$ cat src/rtl/conv_win_addr_gen.sv
// conv_win_addr_gen
// Read-address sequencer for one stride-1 convolution layer. It walks a KxK
// window across an IN_W x IN_H feature map. It presents one buffer read
// address per beat on a valid/ready handshake.
// The row base is kept incrementally, so the output path has no multiplier.
module conv_win_addr_gen #(
    parameter int IN_W   = 28,
    parameter int IN_H   = 28,
    parameter int K      = 5,
    parameter int ADDR_W = 10,
    parameter int CNT_W  = 5
) (
    input  logic              clk,
    input  logic              global_rst_n,
    input  logic              i_start,
    input  logic              i_ready,
    output logic              o_valid,
    output logic [ADDR_W-1:0] o_addr,
    output logic              o_win_first,
    output logic              o_win_last,
    output logic              o_busy,
    output logic              o_done
);

    localparam int OUT_W = IN_W - K + 1;
    localparam int OUT_H = IN_H - K + 1;

    localparam logic [CNT_W-1:0]  K_MAX    = CNT_W'(K - 1);
    localparam logic [CNT_W-1:0]  OW_MAX   = CNT_W'(OUT_W - 1);
    localparam logic [CNT_W-1:0]  OH_MAX   = CNT_W'(OUT_H - 1);
    localparam logic [ADDR_W-1:0] ROW_STEP = ADDR_W'(IN_W);
    localparam logic              K_IS_ONE = (K == 1) ? 1'b1 : 1'b0;

    typedef enum logic [1:0] {
        ST_IDLE = 2'd0,
        ST_RUN  = 2'd1,
        ST_DONE = 2'd2
    } state_t;

    state_t             state_q;
    logic [CNT_W-1:0]   kx_q, ky_q, ox_q, oy_q;
    logic [CNT_W-1:0]   kx_d, ky_d, ox_d, oy_d;
    // col_q = ox+kx; oy_base_q = oy*IN_W; row_base_q = (oy+ky)*IN_W
    logic [CNT_W-1:0]   col_q, col_d;
    logic [ADDR_W-1:0]  oy_base_q, oy_base_d;
    logic [ADDR_W-1:0]  row_base_q, row_base_d;
    logic [ADDR_W-1:0]  addr_d;
    logic               first_d, last_d;
    logic               last_beat_s;

    logic               valid_q, first_q, last_q, busy_q, done_q;
    logic [ADDR_W-1:0]  addr_q;

    assign o_valid     = valid_q;
    assign o_addr      = addr_q;
    assign o_win_first = first_q;
    assign o_win_last  = last_q;
    assign o_busy      = busy_q;
    assign o_done      = done_q;

    // Next window position and its address, assuming the current beat is accepted
    always_comb begin
        kx_d       = kx_q;
        ky_d       = ky_q;
        ox_d       = ox_q;
        oy_d       = oy_q;
        col_d      = col_q;
        oy_base_d  = oy_base_q;
        row_base_d = row_base_q;
        if (kx_q != K_MAX) begin
            kx_d  = kx_q + 1'b1;
            col_d = col_q + 1'b1;
        end else begin
            kx_d = {CNT_W{1'b0}};
            if (ky_q != K_MAX) begin
                ky_d       = ky_q + 1'b1;
                col_d      = ox_q;
                row_base_d = row_base_q + ROW_STEP;
            end else begin
                ky_d       = {CNT_W{1'b0}};
                row_base_d = oy_base_q;
                if (ox_q != OW_MAX) begin
                    ox_d  = ox_q + 1'b1;
                    col_d = ox_q + 1'b1;
                end else begin
                    ox_d  = {CNT_W{1'b0}};
                    col_d = {CNT_W{1'b0}};
                    if (oy_q != OH_MAX) begin
                        oy_d       = oy_q + 1'b1;
                        oy_base_d  = oy_base_q + ROW_STEP;
                        row_base_d = oy_base_q + ROW_STEP;
                    end else begin
                        oy_d       = {CNT_W{1'b0}};
                        oy_base_d  = {ADDR_W{1'b0}};
                        row_base_d = {ADDR_W{1'b0}};
                    end
                end
            end
        end
        addr_d  = row_base_d + ADDR_W'(col_d);
        first_d = (kx_d == {CNT_W{1'b0}}) && (ky_d == {CNT_W{1'b0}});
        last_d  = (kx_d == K_MAX) && (ky_d == K_MAX);
    end

    // The current beat is the final window element of the pass
    always_comb begin
        last_beat_s = (kx_q == K_MAX) && (ky_q == K_MAX) &&
                      (ox_q == OW_MAX) && (oy_q == OH_MAX);
    end

    // Pass FSM: counters, registered address/flags and status outputs
    always_ff @(posedge clk or negedge global_rst_n) begin
        if (!global_rst_n) begin
            state_q    <= ST_IDLE;
            kx_q       <= {CNT_W{1'b0}};
            ky_q       <= {CNT_W{1'b0}};
            ox_q       <= {CNT_W{1'b0}};
            oy_q       <= {CNT_W{1'b0}};
            col_q      <= {CNT_W{1'b0}};
            oy_base_q  <= {ADDR_W{1'b0}};
            row_base_q <= {ADDR_W{1'b0}};
            valid_q    <= 1'b0;
            addr_q     <= {ADDR_W{1'b0}};
            first_q    <= 1'b0;
            last_q     <= 1'b0;
            busy_q     <= 1'b0;
            done_q     <= 1'b0;
        end else begin
            case (state_q)
                ST_IDLE, ST_DONE: begin
                    if (i_start) begin
                        state_q    <= ST_RUN;
                        kx_q       <= {CNT_W{1'b0}};
                        ky_q       <= {CNT_W{1'b0}};
                        ox_q       <= {CNT_W{1'b0}};
                        oy_q       <= {CNT_W{1'b0}};
                        col_q      <= {CNT_W{1'b0}};
                        oy_base_q  <= {ADDR_W{1'b0}};
                        row_base_q <= {ADDR_W{1'b0}};
                        valid_q    <= 1'b1;
                        addr_q     <= {ADDR_W{1'b0}};
                        first_q    <= 1'b1;
                        last_q     <= K_IS_ONE;
                        busy_q     <= 1'b1;
                        done_q     <= 1'b0;
                    end
                end
                ST_RUN: begin
                    // A stray start pulse here is ignored; only acceptance advances
                    if (i_ready && valid_q) begin
                        if (last_beat_s) begin
                            state_q <= ST_DONE;
                            valid_q <= 1'b0;
                            first_q <= 1'b0;
                            last_q  <= 1'b0;
                            busy_q  <= 1'b0;
                            done_q  <= 1'b1;
                        end else begin
                            kx_q       <= kx_d;
                            ky_q       <= ky_d;
                            ox_q       <= ox_d;
                            oy_q       <= oy_d;
                            col_q      <= col_d;
                            oy_base_q  <= oy_base_d;
                            row_base_q <= row_base_d;
                            addr_q     <= addr_d;
                            first_q    <= first_d;
                            last_q     <= last_d;
                        end
                    end
                end
                default: begin
                    state_q <= ST_IDLE;
                    valid_q <= 1'b0;
                    first_q <= 1'b0;
                    last_q  <= 1'b0;
                    busy_q  <= 1'b0;
                    done_q  <= 1'b0;
                end
            endcase
        end
    end

endmodule

$ cat config.mk
export PLATFORM = sky130hd
export DESIGN_NAME = conv_win_addr_gen
export DESIGN_NICKNAME = d
export VERILOG_FILES = /design/src/rtl/conv_win_addr_gen.sv
export SDC_FILE = /design/constraint.sdc
export NUM_CORES = 1
export LEC_CHECK = 0
export CORE_ASPECT_RATIO = 0.7
export CORE_MARGIN = 5
export CORE_UTILIZATION = 65
export CTS_BUF_LIST = sky130_fd_sc_hd__clkbuf_4 sky130_fd_sc_hd__clkbuf_8 sky130_fd_sc_hd__clkbuf_16
export DETAILED_ROUTE_END_ITERATION = 10
export HOLD_SLACK_MARGIN = 0.12
export MAX_ROUTING_LAYER = met4
export PLACE_DENSITY = 0.85
export SYNTH_ARGS = -nofsm -noshare
export SYNTH_HDL_FRONTEND = slang
export SYNTH_SLANG_ARGS = --single-unit
export TNS_END_PERCENT = 50
$ cat constraint.sdc
create_clock -name clk -period 6.2 [get_ports clk]
set_input_delay 0.93 -clock clk [delete_from_list [all_inputs] [get_ports clk]]
set_output_delay 0.93 -clock clk [all_outputs]
set_load 0.1 [all_outputs]
==> run metrics, run 1 <==
status=complete, no violations; Die Area=0.00726 mm^2; placed instance count=489; yosys warns=0; count of mapped cells out of synthesis=417; Post-DP Area=0.00385 mm^2; Design Power=0.00168 W; CTS buffer count=9; total number of vias=3361; worst-path cell chain=inv_1 > ha_1 > nand4bb_1 > nor3_1 > a211oi_1 > a21oi_1 > ha_1 > inv_1 > fa_1 > nor2b_1 > o21ai_0 > a21boi_0 > o32ai_1 > nor2_1 > a211o_1 > nand3_1; Critical Path Fanout Max=14; endpoint of the worst hold-timing path=o_win_last; final core utilization=0.764; max-cap violation count=0; number of detailed-route iterations in the first pass=5; worst setup slack for register-to-register paths=2.32 ns; class of the tightest hold or removal check=reg2reg; final worst clock skew=0.00864 ns; cell with the largest stage delay on the worst path=sky130_fd_sc_hd__nand4bb_1; depth of the CTS H-tree=3; number of enable flip-flop cells after synthesis=0; Antenna Diode Count=0; Commonest cells post-synth=sky130_fd_sc_hd__dfrtp_1, sky130_fd_sc_hd__nand2_1, sky130_fd_sc_hd__o21ai_0; die extent in y=72.8 um; Worst setup startpoint=ky_q[0]; asr flop ratio synth=1.00; total power per unit cell area=411 mW/mm^2; drt wl/cell=18.6 um; number of cells on the worst hold path=2; source of the worst hold timing path=o_win_last; CP startpoint kind=flip-flop; TritonCTS clock tree=done; Yosys reg bits=60; Netlist Area Pre-Place=0.00366 mm^2; ports placed on the boundary=19; largest vdd supply drop=0.000334 V; RSZ-0062 raised after global routing=no; library cell occupying the most area in the post-synthesis netlist=sky130_fd_sc_hd__dfrtp_1; Final Routed Wirelength=9420 um; endpoint of the lowest-slack register-to-register path=o_addr[8]; pin count of the biggest net entering global routing=61; max-slew headroom at the worst pin=0.341; Area Overhead vs Synth=11.4%; number of distinct library cells after synthesis=57; Final Net Count=447; # rows=22; dominant register cell in the synthesized netlist=sky130_fd_sc_hd__dfrtp_1; antenna viol nets, final=0; slew at the pin with the worst max-slew slack=0.985 ns; number of cell instances on the worst register-to-register path=16; share of Yosys cell area claimed by the top area cell type=0.410; data required time at the worst endpoint=6.42 ns; final number of setup-violating endpoints=0; initial core utilization=0.686; top cells by area, synth=sky130_fd_sc_hd__dfrtp_1, sky130_fd_sc_hd__nand2_1, sky130_fd_sc_hd__o21ai_0; maximum count of clock buffers along a single path=2; Slowest Stage Delay on Critical Path=0.49 ns; root buf cell=sky130_fd_sc_hd__clkbuf_8; hold violation count in the final report=0; critical path class=reg2reg; reg-to-reg critical path startpoint=ky_q[0]; HPWL reported at the end of detailed placement=6400 um; filler cell count in the final layout=391; number of antenna violations at the first check in global routing=0; post-route minimum period=3.88 ns; routability congestion estimate=0.867; aggregate negative setup slack=0 ns; share of the clock period used by the worst path after layout=0.626; All-Layer GR Usage=0.291; leakage power=1.68 nW; first-pass GRT wire length=16200 um; DRC violation count after routing=0; vias in the first global route=3357; fin area=0.00408 mm^2; max-slew violation count=0; total gr overflow=0; total of hold buffers inserted after clock tree synthesis=0; core area=0.00534 mm^2; DRC violation total after the first TritonRoute iteration=373; PostCTS Resize Cnt=0; total of buffers placed on input and output ports=18; maximum clock rate=0.257 GHz; clock-pin slew on the worst setup and hold paths=0.07 ns; Post-CTS Repair Setup Buffers=0; cell with the most instances after synthesis=sky130_fd_sc_hd__dfrtp_1; register area share after synthesis=0.410; Avg Inst Size Synth=8.78 um^2; fraction of layout instances using a drive strength above 1=0.0670; post-synthesis net count=436; number of clock sinks=60; clock network latency to the later pin of the worst-skew pair=0.35 ns; data arrival time of the critical path=4.11 ns; chip width=99.7 um; type of element capturing the critical path=flip-flop; detailed-route vias per instance=6.66; number of standard cells in the final layout excluding fillers=505
cell usage in the layout (no fill, tap or decap), drive strengths merged, types with 3 or more instances in the layout:
master	Yosys	final
a21o	5	5
a21oi	25	25
a22o	17	17
a31oi	4	4
and3	6	6
buf	13	4
clkbuf	8	10
clkdlybuf4s50	0	17
clkinv	0	4
dfrtp	60	60
ha	14	14
inv	19	19
nand2	55	55
nand2b	6	6
nand3	16	16
nor2	21	21
nor2b	6	6
nor3	9	9
nor4	3	3
o21a	3	3
o21ai	56	56
o311ai	3	3
o31ai	11	11
o41ai	5	5
or4	5	5
xnor2	8	8
xor2	6	6
power breakdown:
part           internal, W  switching, W
combinational     0.000228      0.000500
sequential        0.000466     0.0000804
clock             0.000237      0.000163
total             0.000932      0.000744
state kept, by name, indices dropped and copies added (netlist names):
register     flops
row_base_q      10
col_q            5
kx_q             5
oy_base_q       10
ky_q             5
o_win_first      1
o_busy           1
ox_q             5
o_win_last       1
o_addr          10
state_q          2
oy_q             5
how the worst max path moves through the flow:
stage                           end
after floorplan           o_addr[9]
after global placement    o_addr[8]
after detailed placement  o_addr[8]
after CTS                 o_addr[8]
after global routing      o_addr[8]
final                     o_addr[8]
layout make-up:
class | count | area [um^2] | area share
Multi-Input combinational cell | 317 | 1990 | 0.488
Sequential cell | 60 | 1500 | 0.368
Timing Repair Buffer | 21 | 198 | 0.0485
Clock buffer | 10 | 138 | 0.0338
Tap cell | 72 | 90.1 | 0.0221
Clock inverter | 6 | 87.6 | 0.0215
Inverter | 19 | 71.3 | 0.0175
layer usage:
layer	up-vias	share of wire	global-route usage	wire length (um)
met5	-	0	-	0
met4	0	0.034	0.139	316
met3	38	0.088	0.0821	828
met2	198	0.44	0.412	4120
met1	1572	0.44	0.386	4160
li1	1553	-	-	-
cell families after synthesis:
kind of cell	synth area share
AND/OR/NAND/NOR	0.201
XOR/XNOR	0.0335
AO/OA/AOI/OAI	0.256
adder cells (fa/ha/maj)	0.0533
flip-flops	0.410
buffers and inverters	0.0458
worst max-delay path: cells and delay by family, from the launching register on:
kind,cells,cell delay [ns]
flops,1,0.46
fa+ha+maj,3,0.76
buf+inv,2,0.15
simple gates,5,1.31
compound gates,6,1.08
stage by stage:
stage               hold slack (ns)  setup WS, ns
global route                  0.505          1.98
global placement              0.465          2.79
finish                        0.481          2.32
floorplan                     0.450          3.13
detailed placement            0.466          2.61
CTS                           0.487          2.41
Power figures use the tool's default switching activity.
==> run 2, diff against run 1 <==
- CORE_UTILIZATION: 65 -> 60
- PLACE_DENSITY: 0.85 -> 0.8
- clock period: 6.2 -> 4 ns (I/O delays scaled with it)
==> run metrics, run 2 (synthesis results as in run 1) <==
status=complete, no violations; initial core utilization=0.630; data required time at the worst endpoint=4.23 ns; critical path class=reg2reg; total number of vias=3388; TritonCTS clock tree=done; top library cells by usage in the layout, fill and taps aside=sky130_fd_sc_hd__dfrtp_1, sky130_fd_sc_hd__nand2_1, sky130_fd_sc_hd__o21ai_0, sky130_fd_sc_hd__a21oi_1, sky130_fd_sc_hd__nor2_1; antenna viol nets, final=0; Area Overhead vs Synth=12.7%; max-slew violation count=0; number of buffer and inverter instances along the worst setup path=2; clock-pin slew on the worst setup and hold paths=0.07 ns; Die Area=0.00779 mm^2; Antenna Diode Count=0; final core utilization=0.710; core area=0.00581 mm^2; total of buffers placed on input and output ports=18; most common cell after layout, fill and taps aside=sky130_fd_sc_hd__dfrtp_1; PostCTS Resize Cnt=0; chip width=103 um; total gr overflow=0; All-Layer GR Usage=0.269; type of element capturing the critical path=flip-flop; final worst clock skew=0.00924 ns; clock network latency to the later pin of the worst-skew pair=0.34 ns; maximum clock rate=0.288 GHz; Design Power=0.00259 W; class of the tightest hold or removal check=in2async; CP startpoint kind=flip-flop; maximum count of clock buffers along a single path=2; Critical Path Fanout Max=14; ports placed on the boundary=19; total power per unit cell area=629 mW/mm^2; aggregate negative setup slack=0 ns; max-slew headroom at the worst pin=0.342; number of detailed-route iterations in the first pass=5; Post-CTS Repair Setup Buffers=0; slew at the pin with the worst max-slew slack=0.984 ns; # rows=23; DRC violation count after routing=0; data arrival time of the critical path=3.69 ns; kind of cell adding the most delay to the critical path=simple AND/OR/NAND/NOR gates; CTS buffer count=9; Slowest Stage Delay on Critical Path=0.44 ns; HPWL reported at the end of detailed placement=6440 um; fraction of layout instances using a drive strength above 1=0.0776; cell with the largest stage delay on the worst path=sky130_fd_sc_hd__dfrtp_1; leakage power=1.71 nW; root buf cell=sky130_fd_sc_hd__clkbuf_8; depth of the CTS H-tree=3; detailed-route vias per instance=6.60; drt wl/cell=17.9 um; first-pass GRT wire length=15600 um; hold violation count in the final report=0; vias in the first global route=3195; number of clock sinks=60; Final Net Count=453; share of the clock period used by the worst path after layout=0.867; final number of setup-violating endpoints=0; Final Routed Wirelength=9200 um; DRC violation total after the first TritonRoute iteration=256; largest vdd supply drop=0.000348 V; Hold Worst Slack=0.373 ns; routability congestion estimate=0.923; pin count of the biggest net entering global routing=38; RSZ-0062 raised after global routing=no; worst-path cell chain=inv_1 > ha_1 > and4bb_2 > nand2_2 > nor2_1 > a22o_1 > ha_1 > inv_1 > fa_1 > nor2b_1 > o21ai_0 > a21boi_0 > o32ai_1 > nor2_1 > a211o_1 > nand3_1; number of antenna violations at the first check in global routing=0; max-cap violation count=0; total of hold buffers inserted after clock tree synthesis=0; die extent in y=75.4 um; post-route minimum period=3.47 ns
## run 2: cell types whose count changed in the layout (fill, tap and decap cells not counted)
cell,delta
sky130_fd_sc_hd__clkinv_4,-2
sky130_fd_sc_hd__clkinv_2,-1
sky130_fd_sc_hd__clkinvlp_4,+1
sky130_fd_sc_hd__clkbuf_8,+1
sky130_fd_sc_hd__buf_4,+6
## run 2: final timing paths
kind / slack (ns) / depth (start not counted) / to / from
setup / recovery: 0.53 / 16 / o_addr[8] / ky_q[0]
hold / removal: 0.37 / 1 / oy_base_q[5] / global_rst_n
setup reg to reg: 0.53 / 16 / o_addr[8] / ky_q[0]
hold reg to reg: 0.48 / 2 / o_addr[3] / o_addr[3]
max in group asynchronous: 2.79 / 2 / ky_q[0] / global_rst_n
min in group clk: 0.48 / 2 / o_addr[3] / o_addr[3]
## run 2: area by class of cell
class	count	area, um^2
Timing Repair Buffer	27	243
Clock buffer	11	151
Tap cell	75	93.8
Inverter	19	71.3
Clock inverter	4	72.6
Multi-Input combinational cell	317	1990
Sequential cell	60	1500
Fill cell	459	1690
## run 2: routing by layer
| layer | track usage | vias to the layer above | wire (um) |
|---|---|---|---|
| met2 | 0.398 | 152 | 4130 |
| met3 | 0.0704 | 35 | 679 |
| met4 | 0.0862 | 0 | 217 |
| met1 | 0.363 | 1629 | 4180 |
| met5 | - | - | 0 |
| li1 | - | 1572 | - |
## run 2: report_power, final
part           total [W]  leakage, nW  switching (W)  internal [W]
clock           0.000619        0.111       0.000239      0.000380
sequential      0.000844        0.799       0.000121      0.000723
combinational    0.00113        0.795       0.000771      0.000360
total            0.00259         1.71        0.00113       0.00146
## run 2: metrics by stage
| stage | std cells | setup WS [ns] | instance area, um^2 |
|---|---|---|---|
| after floorplan | 417 | 0.925 | 3660 |
| after global placement | 498 | 0.724 | 3900 |
| after detailed placement | 498 | 0.607 | 3900 |
| after CTS | 513 | 0.587 | 4130 |
| after global routing | 513 | 0.157 | 4130 |
| final | 513 | 0.534 | 4130 |
==> run 3, diff against run 2 <==
- SLEW_MARGIN: default -> 20
==> results of run 3 <==
Final layout, timing and power as in run 2 (identical DEF).
